===== src/rtl/opb_arb_pkg.sv =====
// Shared types and helpers for the OPB register-access arbiter.
package opb_arb_pkg;

  localparam int OPB_AW  = 32;
  localparam int OPB_DW  = 32;
  localparam int MAX_REQ = 8;

  typedef enum logic [2:0] {
    ST_IDLE,
    ST_CHECK,
    ST_XFER,
    ST_RETRY_GAP,
    ST_DONE
  } arb_state_e;

  // Pull requester idx's 32-bit field out of a flattened request bus.
  function automatic logic [OPB_DW-1:0] req_word(input logic [OPB_DW*MAX_REQ-1:0] bus,
                                                 input int idx);
    return bus[idx*OPB_DW +: OPB_DW];
  endfunction

  // Pull requester idx's byte-enable nibble out of a flattened request bus.
  function automatic logic [3:0] req_be_slice(input logic [4*MAX_REQ-1:0] bus,
                                              input int idx);
    return bus[idx*4 +: 4];
  endfunction

endpackage


===== src/rtl/opb_reg_access_arbiter_rr_arbiter.sv =====
// Round-robin pick: first asserted request at or after ptr, wrapping.
module rr_arbiter #(
  parameter int NUM_REQ = 4,
  parameter int IDX_W   = $clog2(NUM_REQ)
) (
  input  logic [NUM_REQ-1:0] req,
  input  logic [IDX_W-1:0]   ptr,
  output logic [IDX_W-1:0]   gnt_idx,
  output logic               gnt_vld
);

  logic [IDX_W-1:0] cand;

  // Scan NUM_REQ positions starting at ptr; the first hit wins.
  always_comb begin
    gnt_idx = '0;
    gnt_vld = 1'b0;
    cand    = '0;
    for (int k = 0; k < NUM_REQ; k++) begin
      cand = IDX_W'((int'(ptr) + k) % NUM_REQ);
      if (!gnt_vld && req[cand]) begin
        gnt_vld = 1'b1;
        gnt_idx = cand;
      end
    end
  end

endmodule


===== src/rtl/opb_reg_access_arbiter.sv =====
// OPB master front-end: shares one register bus between NUM_REQ requesters.
//
// state        | meaning
// -------------+-----------------------------------------------------------
// ST_IDLE      | waiting for any req; latches the round-robin winner
// ST_CHECK     | address window / alignment check, no bus activity
// ST_XFER      | M_select high, waiting for xferAck/errAck/retry/timeout
// ST_RETRY_GAP | one-cycle select drop before reissuing after Sl_retry
// ST_DONE      | done pulse to owner with rsp_err/rsp_rdata, bus idle
module opb_reg_access_arbiter
  import opb_arb_pkg::*;
#(
  parameter int          NUM_REQ     = 4,
  parameter logic [31:0] C_BASEADDR  = 32'h0108_0000,
  parameter logic [31:0] C_HIGHADDR  = 32'h0108_FFFF,
  parameter int          TOUT_CYCLES = 16,
  parameter int          MAX_RETRY   = 3
) (
  input  logic                  OPB_Clk,
  input  logic                  OPB_Rst_n,
  input  logic [NUM_REQ-1:0]    req,
  input  logic [NUM_REQ-1:0]    req_rnw,
  input  logic [32*NUM_REQ-1:0] req_addr,
  input  logic [32*NUM_REQ-1:0] req_wdata,
  input  logic [4*NUM_REQ-1:0]  req_be,
  output logic [NUM_REQ-1:0]    done,
  output logic                  rsp_err,
  output logic [31:0]           rsp_rdata,
  output logic [0:31]           M_ABus,
  output logic [0:3]            M_BE,
  output logic [0:31]           M_DBus,
  output logic                  M_RNW,
  output logic                  M_select,
  output logic                  M_seqAddr,
  input  logic [0:31]           Sl_DBus,
  input  logic                  Sl_xferAck,
  input  logic                  Sl_errAck,
  input  logic                  Sl_retry,
  input  logic                  Sl_toutSup
);

  localparam int IDX_W = $clog2(NUM_REQ);
  localparam int TW    = $clog2(TOUT_CYCLES + 1);
  localparam int RW    = $clog2(MAX_RETRY + 1);

  arb_state_e              state_q, state_d;
  logic [IDX_W-1:0]        rr_ptr_q, grant_q, gnt_idx;
  logic                    gnt_vld;
  logic                    rnw_q, err_q, err_d;
  logic [OPB_AW-1:0]       addr_q;
  logic [OPB_DW-1:0]       wdata_q, rdata_q;
  logic [3:0]              be_q;
  logic [RW-1:0]           retry_q;
  logic [TW-1:0]           tout_q;
  logic                    cap_rd, retry_inc, tout_load, tout_dec, addr_ok;
  logic [OPB_AW*MAX_REQ-1:0] addr_ext, wdata_ext;
  logic [4*MAX_REQ-1:0]      be_ext;

  assign addr_ext  = (OPB_AW*MAX_REQ)'(req_addr);
  assign wdata_ext = (OPB_DW*MAX_REQ)'(req_wdata);
  assign be_ext    = (4*MAX_REQ)'(req_be);
  assign addr_ok   = (addr_q >= C_BASEADDR) && (addr_q <= C_HIGHADDR) && (addr_q[1:0] == 2'b00);
  assign M_seqAddr = 1'b0;

  rr_arbiter #(.NUM_REQ(NUM_REQ), .IDX_W(IDX_W)) u_rr (
    .req     (req),
    .ptr     (rr_ptr_q),
    .gnt_idx (gnt_idx),
    .gnt_vld (gnt_vld)
  );

  // Next-state decode, counter strobes and state-decoded bus/response outputs.
  always_comb begin
    state_d   = state_q;
    err_d     = err_q;
    cap_rd    = 1'b0;
    retry_inc = 1'b0;
    tout_load = 1'b0;
    tout_dec  = 1'b0;
    M_select  = 1'b0;
    M_ABus    = '0;
    M_BE      = '0;
    M_DBus    = '0;
    M_RNW     = 1'b0;
    done      = '0;
    rsp_err   = 1'b0;
    rsp_rdata = '0;
    unique case (state_q)
      ST_IDLE: begin
        err_d = 1'b0;
        if (gnt_vld) state_d = ST_CHECK;
      end
      ST_CHECK: begin
        if (!addr_ok) begin
          state_d = ST_DONE;
          err_d   = 1'b1;
        end else begin
          state_d   = ST_XFER;
          tout_load = 1'b1;
        end
      end
      ST_XFER: begin
        M_select = 1'b1;
        M_ABus   = addr_q;
        M_BE     = be_q;
        M_RNW    = rnw_q;
        M_DBus   = rnw_q ? '0 : wdata_q;
        if (Sl_errAck) begin
          state_d = ST_DONE;
          err_d   = 1'b1;
        end else if (Sl_xferAck) begin
          state_d = ST_DONE;
          err_d   = 1'b0;
          cap_rd  = rnw_q;
        end else if (Sl_retry) begin
          if (retry_q < RW'(MAX_RETRY)) begin
            retry_inc = 1'b1;
            state_d   = ST_RETRY_GAP;
          end else begin
            state_d = ST_DONE;
            err_d   = 1'b1;
          end
        end else if (!Sl_toutSup) begin
          // Suppressed cycles neither count nor expire.
          if (tout_q == '0) begin
            state_d = ST_DONE;
            err_d   = 1'b1;
          end else begin
            tout_dec = 1'b1;
          end
        end
      end
      ST_RETRY_GAP: begin
        state_d   = ST_XFER;
        tout_load = 1'b1;
      end
      ST_DONE: begin
        state_d        = ST_IDLE;
        done[grant_q]  = 1'b1;
        rsp_err        = err_q;
        rsp_rdata      = (rnw_q && !err_q) ? rdata_q : '0;
      end
      default: state_d = ST_IDLE;
    endcase
  end

  // State, request latch, round-robin pointer, retry and timeout counters.
  always_ff @(posedge OPB_Clk) begin
    if (!OPB_Rst_n) begin
      state_q  <= ST_IDLE;
      rr_ptr_q <= '0;
      grant_q  <= '0;
      rnw_q    <= 1'b0;
      err_q    <= 1'b0;
      addr_q   <= '0;
      wdata_q  <= '0;
      be_q     <= '0;
      rdata_q  <= '0;
      retry_q  <= '0;
      tout_q   <= '0;
    end else begin
      state_q <= state_d;
      err_q   <= err_d;
      if (state_q == ST_IDLE && gnt_vld) begin
        grant_q  <= gnt_idx;
        rnw_q    <= req_rnw[gnt_idx];
        addr_q   <= req_word(addr_ext, int'(gnt_idx));
        wdata_q  <= req_word(wdata_ext, int'(gnt_idx));
        be_q     <= req_be_slice(be_ext, int'(gnt_idx));
        rdata_q  <= '0;
        rr_ptr_q <= (int'(gnt_idx) == NUM_REQ - 1) ? '0 : gnt_idx + 1'b1;
      end
      if (cap_rd) rdata_q <= Sl_DBus;
      if (retry_inc) retry_q <= retry_q + 1'b1;
      if (tout_load) tout_q <= TW'(TOUT_CYCLES - 1);
      else if (tout_dec) tout_q <= tout_q - 1'b1;
      if (state_q == ST_DONE) begin
        retry_q <= '0;
        tout_q  <= '0;
      end
    end
  end

endmodule


===== config.mk =====
export PLATFORM = sky130hd
export DESIGN_NAME = opb_reg_access_arbiter
export DESIGN_NICKNAME = d
export VERILOG_FILES = /design/src/rtl/opb_arb_pkg.sv /design/src/rtl/opb_reg_access_arbiter_rr_arbiter.sv /design/src/rtl/opb_reg_access_arbiter.sv
export SDC_FILE = /design/constraint.sdc
export NUM_CORES = 1
export LEC_CHECK = 0
export CORE_AREA = 2 2 163 165
export DETAILED_ROUTE_END_ITERATION = 16
export DIE_AREA = 0 0 165 167
export DONT_BUFFER_PORTS = 1
export PLACE_DENSITY = 0.39
export SLEW_MARGIN = 0
export SYNTH_ARGS = -nofsm -noshare
export SYNTH_HDL_FRONTEND = slang
export SYNTH_SLANG_ARGS = --single-unit

===== constraint.sdc =====
create_clock -name OPB_Clk -period 2.8 [get_ports OPB_Clk]
set_clock_uncertainty 0.15 [all_clocks]
set_input_delay 0.56 -clock OPB_Clk [delete_from_list [all_inputs] [get_ports OPB_Clk]]
set_output_delay 0.56 -clock OPB_Clk [all_outputs]
set_load 0.01 [all_outputs]

==> results.ini <==
[synth]
ys_ff_latch = 116
synth_edf_count = 0
yosysSeqAreaShare = 0.3280
syn_nets = 1144
synthFlopType = dfxtp_1
syn_inst = 824
syn_area_per_cell_um2 = 8.591
syn_area_mm2 = 0.007079
synth-warning-count = 0
synth.distinct_cells = 50
ys_async_sr_fraction = 0

[routing]
dr.pass1.iters = 5
wirelength_mm = 27.72
vias = 6384
via_per_inst = 5.655
wl_per_cell_um = 24.55
drc_errors = 0
drt_iter0_drc = 355
final_antenna_net_count = 0

[worst_hold_path]
worstHoldPathCells = 2
hold_class = input port to flip-flop
hp-start = Sl_DBus[28]

[timing]
finalSetupViolCount = 0
whs_ps = 126.6
report.final.slew_viol_count = 0
worst_pin_slew_ps = 899.5
fin_crit_sh = 0.9594
fmax_ghz = 0.3722
setup_ws_ps = 113.6
hold_viol = 0
period_minus_slack_ps = 2686
slew_headroom = 0.3990

[worst_setup_path]
r2r-start = rr_ptr_q[1]
reg2reg_depth = 6
cp_max_fo = 32
worst_ep_arrival_time_ps = 1980
cp_data_required_time_ps = 2090
cp-startpoint = state_q[2]
crit_path_start_kind = flip-flop
crit_type = flip-flop to output port
end_kind = output port

[global_routing]
grt_max_degree = 143
use_met2 = 0.3266
grt_pass1_vias = 6388
grt_use_met1 = 0.2212
gr-usage-met3 = 0.06949
overflow = 0
antenna_found_initial = 3
busiest_layer = met2
track_usage = 0.1914
grt_pass1_wl_mm = 39.97

[clocking]
cts_setup_buffers = 0
numCtsBuffers = 17
cts_tree = built
clk_path_buf_depth = 2
clk_pin_slew_ps = 70
htree_levels = 4
cts_sinks = 116
root_buffer = clkbuf_16
clkLatencyLatePin_ps = 410

[floorplanning]
die_h_um = 167
num_rows = 59
initial_core_util = 0.2748
die-area_mm2 = 0.02756
die_w_um = 165
core_mm2 = 0.02576
num_io_pins = 426

[finish]
design_area_mm2 = 0.007908
area_growth_pct = 11.70
final_cell_mix = nand3_1, dfxtp_1, mux2i_1
layout_commonest_cell = nand3_1
nNetsFinal = 1100
drive_above_1_share = 0.09079

[power_and_ir_drop]
p_total_mw = 5.488
power.leakage_nw = 2.922
vdd_ir_drop_max_uv = 371.1
p_per_area_mw_per_mm2 = 694.1

[placed_design]
dpl.hpwl_mm = 20.88
io_buffers = 0
dp_slack_ps = 258.1
dpl_cell_area_mm2 = 0.007312
globalplace.congestion = 0.8025

[run]
cap_viol_max_count = 0

[outcome]
status = complete, no violations

[worst paths after layout]
kind | slack, ps | to
setup / recovery | 110 | rsp_rdata[28]
hold / removal | 130 | rdata_q[3]
setup reg to reg | 340 | addr_q[9]
hold reg to reg | 310 | rdata_q[27]
[synth_stat cells, drive strengths merged (3+ instances only)]
master / count / area (um2)
xor2: 3 / 26.28
a21oi: 8 / 40.04
a31oi: 29 / 181.4
nand3: 135 / 675.7
o21ai: 5 / 25.02
clkbuf: 44 / 176.4
nor2b: 7 / 43.79
inv: 7 / 26.28
nor4b: 4 / 35.03
o221ai: 42 / 367.9
or3: 3 / 18.77
and2: 71 / 444.2
nor3: 7 / 40.04
buf: 43 / 321.6
mux2i: 111 / 1111
o2bb2ai: 29 / 254.0
a21boi: 36 / 270.3
nor2: 11 / 41.29
nor4: 3 / 33.78
nand2: 51 / 193.9
and3: 34 / 212.7
dfxtp: 116 / 2322
[through the flow]
| stage | utilization | setup TNS (ps) | std cells |
|---|---|---|---|
| after CTS | 0.3064 | 0 | 1128 |
| after global routing | 0.3069 | -1.469 | 1129 |
| after global placement | 0.2838 | 0 | 1096 |
| final | 0.3069 | 0 | 1129 |
| after floorplan | - | 0 | 824 |
| after detailed placement | 0.2838 | 0 | 1096 |
[critical path, cell delays in order, from the launching register on]
cell and delay, ps:
dfxtp_1 400, inv_1 120, or3_1 400, nor3_2 160
buf_6 230, and2_1 230
[routing by layer]
| layer | vias to the layer above | wire [um] |
|---|---|---|
| li1 | 2963 | - |
| met1 | 3068 | 10700 |
| met2 | 322 | 13670 |
| met3 | 29 | 2770 |
| met4 | 2 | 569 |
| met5 | - | 16 |
[layout make-up]
class	count	area, um2
clock inverter	14	141.4
clock buffer	18	439.2
inverter	7	26.28
sequential	116	2323
fill	2763	17860
tap	335	419.2
antenna	1	2.502
timing repair buffer	24	262.8
multi-input combinational	614	4293
[kinds of logic (layout without fill, tap and decap cells)]
logic type | after synthesis | in the layout | synth area share
compound gates | 162 | 162 | 0.1767
xor+xnor | 5 | 5 | 0.006187
fa+ha+maj | 2 | 2 | 0.003534
buf+inv | 94 | 63 | 0.07405
flops | 116 | 116 | 0.3280
mux | 111 | 111 | 0.1569
other cells | 1 | 2 | 0.0005297
simple gates | 333 | 333 | 0.2540
[state kept, by name, indices dropped and copies added, names as in the netlist, named ones only]
name and cells:
state_q 3, addr_q 32, rr_ptr_q 1, be_q 4
retry_q 2, rdata_q 32, grant_q 2, tout_q 5
wdata_q 32, rnw_q 1, err_q 1
[what timing repair did]
action,in CTS,in global routing
endpoints found under the setup margin,1,56
cloned,0,0
resized for setup,1,4
hold buffers,0,0
endpoints found under the hold margin,0,0
[where the power goes]
part | switching (mW) | total, mW | leakage (nW) | internal [mW]
logic | 0.710 | 1.25 | 1.69 | 0.543
registers | 0.176 | 2.06 | 0.954 | 1.89
clock network | 0.901 | 2.17 | 0.273 | 1.27
total | 1.79 | 5.49 | 2.92 | 3.70
(Power assumes the default switching activity.)
